===== config.mk =====
export PLATFORM = sky130hd
export DESIGN_NAME = mem_port_arbiter_flat
export DESIGN_NICKNAME = d
export VERILOG_FILES = /design/src/rtl/mem_port_arbiter_if.sv /design/src/rtl/mem_port_arbiter.sv /design/src/flat_wrapper.sv
export SDC_FILE = /design/constraint.sdc
export NUM_CORES = 1
export LEC_CHECK = 0
export ABC_AREA = 1
export BUFFER_PORTS_ARGS = -buffer_cell sky130_fd_sc_hd__buf_2
export CELL_PAD_IN_SITES_DETAIL_PLACEMENT = 1
export CELL_PAD_IN_SITES_GLOBAL_PLACEMENT = 1
export CORE_MARGIN = 2
export CORE_UTILIZATION = 36
export DETAILED_ROUTE_END_ITERATION = 10
export PLACE_DENSITY = 0.95
export RECOVER_POWER = 100
export SYNTH_ARGS = -nofsm -noshare
export SYNTH_HDL_FRONTEND = slang
export SYNTH_SLANG_ARGS = --single-unit

===== constraint.sdc =====
create_clock -name Clk -period 2.35 [get_ports Clk]
set_input_delay 0.1175 -clock Clk [delete_from_list [all_inputs] [get_ports Clk]]
set_output_delay 0.1175 -clock Clk [all_outputs]
set_load 0.005 [all_outputs]

===== src/rtl/mem_port_arbiter_if.sv =====
// Request/response and memory-side bus between the IF/MEM stages, the arbiter and the unified memory.
// slave = arbiter view, master = pipeline + memory view.
interface mem_port_arbiter_if;
  localparam int unsigned AW = 32;
  localparam int unsigned DW = 32;
  localparam int unsigned BW = 2;

  logic          IF_Req;
  logic [AW-1:0] IF_Addr;
  logic          IF_Ack;
  logic [DW-1:0] IF_Data;

  logic          MEM_Req;
  logic          MEM_Write;
  logic [AW-1:0] MEM_Addr;
  logic [DW-1:0] MEM_WData;
  logic [BW-1:0] MEM_ByteSel;
  logic          MEM_Ack;
  logic [DW-1:0] MEM_RData;

  logic          Mem_En;
  logic          Mem_We;
  logic [AW-1:0] Mem_Addr;
  logic [DW-1:0] Mem_WData;
  logic [BW-1:0] Mem_ByteSel;
  logic [DW-1:0] Mem_RData;

  logic          Stall_IF;
  logic          Stall_MEM;

  modport slave (
    input  IF_Req, IF_Addr, MEM_Req, MEM_Write, MEM_Addr, MEM_WData, MEM_ByteSel, Mem_RData,
    output IF_Ack, IF_Data, MEM_Ack, MEM_RData,
    output Mem_En, Mem_We, Mem_Addr, Mem_WData, Mem_ByteSel,
    output Stall_IF, Stall_MEM
  );

  modport master (
    output IF_Req, IF_Addr, MEM_Req, MEM_Write, MEM_Addr, MEM_WData, MEM_ByteSel, Mem_RData,
    input  IF_Ack, IF_Data, MEM_Ack, MEM_RData,
    input  Mem_En, Mem_We, Mem_Addr, Mem_WData, Mem_ByteSel,
    input  Stall_IF, Stall_MEM
  );
endinterface


===== src/rtl/mem_port_arbiter.sv =====
// Single-port memory arbiter between IF (fetch) and MEM (load/store) with fixed-latency sequencing.
// Define ARB_RR_EN for round-robin on simultaneous requests; default is fixed MEM-over-IF priority.
module mem_port_arbiter #(
  parameter int unsigned LAT = 2,
  parameter int unsigned CW  = 4
) (
  input  logic            Clk,
  input  logic            Rst,
  mem_port_arbiter_if.slave bus
);
  localparam int unsigned AW = 32;
  localparam int unsigned DW = 32;
  localparam int unsigned BW = 2;

  typedef enum logic [1:0] {IDLE, BUSY_IF, BUSY_MEM, DONE} state_t;

  state_t        r_state,       w_state_nxt;
  logic [CW-1:0] r_cnt,         w_cnt_nxt;
  logic          r_mem_en,      w_mem_en_nxt;
  logic          r_mem_we,      w_mem_we_nxt;
  logic [AW-1:0] r_mem_addr,    w_mem_addr_nxt;
  logic [DW-1:0] r_mem_wdata,   w_mem_wdata_nxt;
  logic [BW-1:0] r_mem_bytesel, w_mem_bytesel_nxt;
  logic [DW-1:0] r_if_data,     w_if_data_nxt;
  logic [DW-1:0] r_mem_rdata,   w_mem_rdata_nxt;
  logic          r_if_ack,      w_if_ack_nxt;
  logic          r_mem_ack,     w_mem_ack_nxt;
  logic          w_pick_mem;

`ifdef ARB_RR_EN
  // Last grant: 0 = IF, 1 = MEM; on a tie the other requester wins.
  logic r_last_mem, w_last_mem_nxt;
  assign w_pick_mem = bus.MEM_Req & (~bus.IF_Req | ~r_last_mem);
`else
  assign w_pick_mem = bus.MEM_Req;
`endif

  always_ff @(posedge Clk or negedge Rst) begin
    if (!Rst) begin
      r_state       <= IDLE;
      r_cnt         <= '0;
      r_mem_en      <= 1'b0;
      r_mem_we      <= 1'b0;
      r_mem_addr    <= '0;
      r_mem_wdata   <= '0;
      r_mem_bytesel <= '0;
      r_if_data     <= '0;
      r_mem_rdata   <= '0;
      r_if_ack      <= 1'b0;
      r_mem_ack     <= 1'b0;
`ifdef ARB_RR_EN
      r_last_mem    <= 1'b0;
`endif
    end else begin
      r_state       <= w_state_nxt;
      r_cnt         <= w_cnt_nxt;
      r_mem_en      <= w_mem_en_nxt;
      r_mem_we      <= w_mem_we_nxt;
      r_mem_addr    <= w_mem_addr_nxt;
      r_mem_wdata   <= w_mem_wdata_nxt;
      r_mem_bytesel <= w_mem_bytesel_nxt;
      r_if_data     <= w_if_data_nxt;
      r_mem_rdata   <= w_mem_rdata_nxt;
      r_if_ack      <= w_if_ack_nxt;
      r_mem_ack     <= w_mem_ack_nxt;
`ifdef ARB_RR_EN
      r_last_mem    <= w_last_mem_nxt;
`endif
    end
  end

  // Next-state and registered-output logic.
  always_comb begin
    w_state_nxt       = r_state;
    w_cnt_nxt         = r_cnt;
    w_mem_en_nxt      = r_mem_en;
    w_mem_we_nxt      = r_mem_we;
    w_mem_addr_nxt    = r_mem_addr;
    w_mem_wdata_nxt   = r_mem_wdata;
    w_mem_bytesel_nxt = r_mem_bytesel;
    w_if_data_nxt     = r_if_data;
    w_mem_rdata_nxt   = r_mem_rdata;
    w_if_ack_nxt      = 1'b0;
    w_mem_ack_nxt     = 1'b0;
`ifdef ARB_RR_EN
    w_last_mem_nxt    = r_last_mem;
`endif
    case (r_state)
      IDLE: begin
        if (bus.MEM_Req || bus.IF_Req) begin
          w_state_nxt       = w_pick_mem ? BUSY_MEM : BUSY_IF;
          w_cnt_nxt         = CW'(LAT);
          w_mem_en_nxt      = 1'b1;
          w_mem_we_nxt      = w_pick_mem & bus.MEM_Write;
          w_mem_addr_nxt    = w_pick_mem ? bus.MEM_Addr : bus.IF_Addr;
          w_mem_wdata_nxt   = w_pick_mem ? bus.MEM_WData : '0;
          w_mem_bytesel_nxt = w_pick_mem ? bus.MEM_ByteSel : '0;
`ifdef ARB_RR_EN
          w_last_mem_nxt    = w_pick_mem;
`endif
        end
      end
      BUSY_IF, BUSY_MEM: begin
        if (r_cnt == CW'(1)) begin
          w_state_nxt  = DONE;
          w_cnt_nxt    = '0;
          w_mem_en_nxt = 1'b0;
          w_mem_we_nxt = 1'b0;
          if (r_state == BUSY_IF) begin
            w_if_data_nxt = bus.Mem_RData;
            w_if_ack_nxt  = 1'b1;
          end else begin
            if (!r_mem_we) w_mem_rdata_nxt = bus.Mem_RData;
            w_mem_ack_nxt = 1'b1;
          end
        end else begin
          w_cnt_nxt = r_cnt - CW'(1);
        end
      end
      // Pipeline advances on this edge, so no request is sampled here.
      DONE:    w_state_nxt = IDLE;
      default: w_state_nxt = IDLE;
    endcase
  end

  assign bus.IF_Ack      = r_if_ack;
  assign bus.IF_Data     = r_if_data;
  assign bus.MEM_Ack     = r_mem_ack;
  assign bus.MEM_RData   = r_mem_rdata;
  assign bus.Mem_En      = r_mem_en;
  assign bus.Mem_We      = r_mem_we;
  assign bus.Mem_Addr    = r_mem_addr;
  assign bus.Mem_WData   = r_mem_wdata;
  assign bus.Mem_ByteSel = r_mem_bytesel;
  assign bus.Stall_IF    = bus.IF_Req & ~r_if_ack;
  assign bus.Stall_MEM   = bus.MEM_Req & ~r_mem_ack;
endmodule


===== src/flat_wrapper.sv =====
// flat-port wrapper written by rule: the top's interface ports become plain ports
module mem_port_arbiter_flat 
#(
  parameter int unsigned LAT = 2,
  parameter int unsigned CW  = 4
)
  (Clk, Rst, bus_IF_Req, bus_IF_Addr, bus_MEM_Req, bus_MEM_Write, bus_MEM_Addr, bus_MEM_WData, bus_MEM_ByteSel, bus_Mem_RData, bus_IF_Ack, bus_IF_Data, bus_MEM_Ack, bus_MEM_RData, bus_Mem_En, bus_Mem_We, bus_Mem_Addr, bus_Mem_WData, bus_Mem_ByteSel, bus_Stall_IF, bus_Stall_MEM);
  mem_port_arbiter_if bus_i ();
  input  logic Clk;
  input  logic Rst;
  input wire logic [$bits(bus_i.IF_Req)-1:0] bus_IF_Req;
  input wire logic [$bits(bus_i.IF_Addr)-1:0] bus_IF_Addr;
  input wire logic [$bits(bus_i.MEM_Req)-1:0] bus_MEM_Req;
  input wire logic [$bits(bus_i.MEM_Write)-1:0] bus_MEM_Write;
  input wire logic [$bits(bus_i.MEM_Addr)-1:0] bus_MEM_Addr;
  input wire logic [$bits(bus_i.MEM_WData)-1:0] bus_MEM_WData;
  input wire logic [$bits(bus_i.MEM_ByteSel)-1:0] bus_MEM_ByteSel;
  input wire logic [$bits(bus_i.Mem_RData)-1:0] bus_Mem_RData;
  output wire logic [$bits(bus_i.IF_Ack)-1:0] bus_IF_Ack;
  output wire logic [$bits(bus_i.IF_Data)-1:0] bus_IF_Data;
  output wire logic [$bits(bus_i.MEM_Ack)-1:0] bus_MEM_Ack;
  output wire logic [$bits(bus_i.MEM_RData)-1:0] bus_MEM_RData;
  output wire logic [$bits(bus_i.Mem_En)-1:0] bus_Mem_En;
  output wire logic [$bits(bus_i.Mem_We)-1:0] bus_Mem_We;
  output wire logic [$bits(bus_i.Mem_Addr)-1:0] bus_Mem_Addr;
  output wire logic [$bits(bus_i.Mem_WData)-1:0] bus_Mem_WData;
  output wire logic [$bits(bus_i.Mem_ByteSel)-1:0] bus_Mem_ByteSel;
  output wire logic [$bits(bus_i.Stall_IF)-1:0] bus_Stall_IF;
  output wire logic [$bits(bus_i.Stall_MEM)-1:0] bus_Stall_MEM;
  assign bus_i.IF_Req = bus_IF_Req;
  assign bus_i.IF_Addr = bus_IF_Addr;
  assign bus_i.MEM_Req = bus_MEM_Req;
  assign bus_i.MEM_Write = bus_MEM_Write;
  assign bus_i.MEM_Addr = bus_MEM_Addr;
  assign bus_i.MEM_WData = bus_MEM_WData;
  assign bus_i.MEM_ByteSel = bus_MEM_ByteSel;
  assign bus_i.Mem_RData = bus_Mem_RData;
  assign bus_IF_Ack = bus_i.IF_Ack;
  assign bus_IF_Data = bus_i.IF_Data;
  assign bus_MEM_Ack = bus_i.MEM_Ack;
  assign bus_MEM_RData = bus_i.MEM_RData;
  assign bus_Mem_En = bus_i.Mem_En;
  assign bus_Mem_We = bus_i.Mem_We;
  assign bus_Mem_Addr = bus_i.Mem_Addr;
  assign bus_Mem_WData = bus_i.Mem_WData;
  assign bus_Mem_ByteSel = bus_i.Mem_ByteSel;
  assign bus_Stall_IF = bus_i.Stall_IF;
  assign bus_Stall_MEM = bus_i.Stall_MEM;
  mem_port_arbiter #(.LAT(LAT), .CW(CW)) u_core (.Clk(Clk), .Rst(Rst), .bus(bus_i));
endmodule

==> out/results.ini <==
[outcome]
status = finished, violations left
violations = negative hold slack

[yosys]
yosysMostFrequentCell = nand2_1
synth-edff-count = 0
ys.flop_type = dfrtp_1
synth_area_leaders = dfrtp_1, nand2_1, o21ai_0, a31oi_1, inv_1
synthArstFlopShare_pct = 100.0
syn_inst = 634
yosysTopAreaCell = dfrtp_1
synth.distinct_cells = 24
synth_seq_area_share_pct = 60.98
ys_warn_count = 0
syn-num-nets = 775
synth_seq_cells = 140
syn_avg_cell_area_sq_um = 9.062
yosys-top-cells-count = nand2_1, dfrtp_1, o21ai_0, inv_1, nor2_1
yosys.area.top_type_share_pct = 60.98
netlist_area_sq_um = 5746

[power_and_ir_drop]
p_per_area_nw_per_um2 = 1332
total_leakage_power_uw = 0.004540
total_power_uw = 12110
irDropWorstVdd_v = 0.0005612

[placement]
portBuffers = 270
dp.cells = 1095
gp_congestion = 0.8285
hpwlAfterDp_microns = 13340

[critical_path]
r2r_start = u_core.r_state[0]$_DFFE_PN0P_
critPathLaunchType = flip-flop
critPathMaxFanout = 10
ff2ff_path_depth = 6
slowest_delay_ns = 0.61
crit_slowest_cell = dlygate4sd3_1
cp.arrival_ns = 2.51
r2r_slack_ns = 0.14
end_kind = flip-flop
critical_path.cell_chain = inv_1 > ha_1 > inv_2 > nor2_2 > a31oi_1 > dlygate4sd3_1
crit_required_ns = 2.65
reg2reg_to = u_core.bus.Mem_Addr[23]$_DFFE_PN0P_
startpoint = u_core.r_state[0]$_DFFE_PN0P_
crit_type = reg -> reg

[route]
first_pass_iters = 5
drtAntennaViolNets = 0
num_vias = 6352
drc = 0
drt_iter0_markers = 276
wirelength_microns = 25860
wire_per_inst_microns = 20.47
detail_route.vias_per_cell = 5.029

[floorplan]
initial_core_util_pct = 36.57
die_h_microns = 130.3
io_pins = 271
core_area_sq_um = 15710
die-area_sq_um = 16990
std_cell_rows = 46
die_x_microns = 130.3

[global_route]
grt_pass1_vias = 7292
grt_max_degree = 56
grt_pass1_wl_microns = 38450
grt_util_all_layers_pct = 30.29
grt_remaining_overflow = 0
antenna_found_initial = 5

[min_path]
holdPathStages = 3
hold_start = bus_Mem_RData[2]
hold_path_class = in -> reg
min_to = u_core.bus.MEM_RData[2]$_DFFE_PN0P_

[flow_run]
maxCapViolCount = 0

[clock_tree]
clk_pin_slew_ns = 0.07
clkSinkCount = 140
cts_resized = 0
ctsHtreeMaxLevel = 4
cts_tree = built
clk_latency_ns = 0.42
clockBufferDepth = 2
numCtsBuffers = 17
cts-root-buf = clkbuf_16

[sta]
fmax_ghz = 0.4535
fin_setup_tns_ns = 0
period_share_pct = 93.84
rsz0062_at_grt = no
finalHoldWorstSlack_ns = -0.008401
finalHoldViolations = 1
tightest_slew_ns = 1.344
layout_min_cycle_time_ns = 2.205
slew_viol_final = 0
slew-limit-headroom_pct = 10.37
finalClockSkew_ns = 0.01692
setup_viol = 0

[finish]
fin_nets = 1170
layout-drive-gt1-share_pct = 19.58
final_util_pct = 57.87
post_layout_nonfiller_instances = 1263
syn_to_final_growth_pct = 58.25
fillCellCount = 1928

==> routing by layer <==
metal / track usage [%] / vias to the layer above / wire [microns]
met4: 19.21 / 0 / 1334
met2: 57.75 / 281 / 14520
met3: 7.298 / 102 / 1203
li1: - / 2824 / -
met5: 0 / - / 0
met1: 28.95 / 3145 / 8796
==> layout make-up <==
type	count	area, sq um	area share (%)
well taps	216	270.3	2.972
inverters	45	168.9	1.858
repair buffers	410	2616	28.77
clock inverters	14	206.4	2.271
clock buffers	18	439.2	4.830
multi-input cells	415	1876	20.63
diodes	5	12.51	0.1376
flip-flops and latches	140	3503	38.53
==> timing repair <==
item	4_1_cts	5_1_grt
endpoints found under the setup margin	0	23
hold endpoints to repair	169	0
hold buffers	127	0
buffers inserted	0	3
==> sequential cells by signal, summed over array words and instances, names as in the netlist <==
| signal | cells |
|---|---|
| u_core.bus.MEM_RData | 32 |
| u_core.bus.IF_Ack | 1 |
| u_core.bus.Mem_Addr | 32 |
| u_core.r_state | 2 |
| u_core.bus.Mem_We | 1 |
| u_core.r_cnt | 4 |
| u_core.bus.Mem_ByteSel | 2 |
| u_core.bus.Mem_WData | 32 |
| u_core.bus.Mem_En | 1 |
| u_core.bus.IF_Data | 32 |
| u_core.bus.MEM_Ack | 1 |
==> per-stage QoR <==
stage / worst slack, ns / hold slack, ns / cell area (sq um)
floorplan: 0.8444 / -0.1781 / 5746
global placement: 0.5942 / 0.1179 / 7335
detailed placement: 0.4306 / 0.1237 / 7335
CTS: 0.09416 / 0.01128 / 9251
global route: 0.01104 / 0.007320 / 9092
finish: 0.1448 / -0.008401 / 9092
==> layout by cell type, fill, tap and decap left out, drive strengths merged <==
master and count:
bufinv 4, inv 49, nor3 2, nand2 222, dlygate4sd3 127, nand4 1, dfrtp 140, ha 6
a21oi 1, clkbuf 139, nor2 43, o21ai 104, a31oi 32, diode 5, clkinv 3, buf 162
nand3 3, clkinvlp 3, xor2 1
==> worst max-delay path by stage <==
stage	endpoint	slack [ns]	depth (start not counted)
6_report	u_core.bus.Mem_Addr[23]$_DFFE_PN0P_	0.14	6
5_1_grt	u_core.bus.MEM_RData[13]$_DFFE_PN0P_	0.01	8
4_1_cts	u_core.bus.Mem_Addr[29]$_DFFE_PN0P_	0.09	8
3_5_place_dp	u_core.bus.MEM_RData[10]$_DFFE_PN0P_	0.43	7
3_3_place_gp	u_core.bus.MEM_RData[11]$_DFFE_PN0P_	0.59	8
2_1_floorplan	u_core.bus.MEM_RData[10]$_DFFE_PN0P_	0.84	8
==> report_power, final <==
| group | internal, uW | total [uW] | leakage, uW | switching (uW) |
|---|---|---|---|---|
| sequential | 3630 | 4450 | 0.00166 | 816 |
| combinational | 1980 | 4680 | 0.00258 | 2700 |
| clock | 1830 | 2980 | 0.000306 | 1150 |
==> critical path, delay by kind of cell (launching register included) <==
| kind | cells | cell delay, ns |
|---|---|---|
| AO/OA/AOI/OAI | 1 | 0.20 |
| adder cells (fa/ha/maj) | 1 | 0.22 |
| AND/OR/NAND/NOR | 1 | 0.39 |
| flip-flops | 1 | 0.44 |
| buffers and inverters | 3 | 0.81 |
==> logic make-up after synthesis <==
logic type	after synthesis	synth area share (%)
AO/OA/AOI/OAI	137	12.63
XOR/XNOR	1	0.1525
adder cells (fa/ha/maj)	6	1.307
buffers and inverters	80	6.228
flip-flops	140	60.98
AND/OR/NAND/NOR	270	18.71
Note: power is estimated with default switching activity, not from simulation.
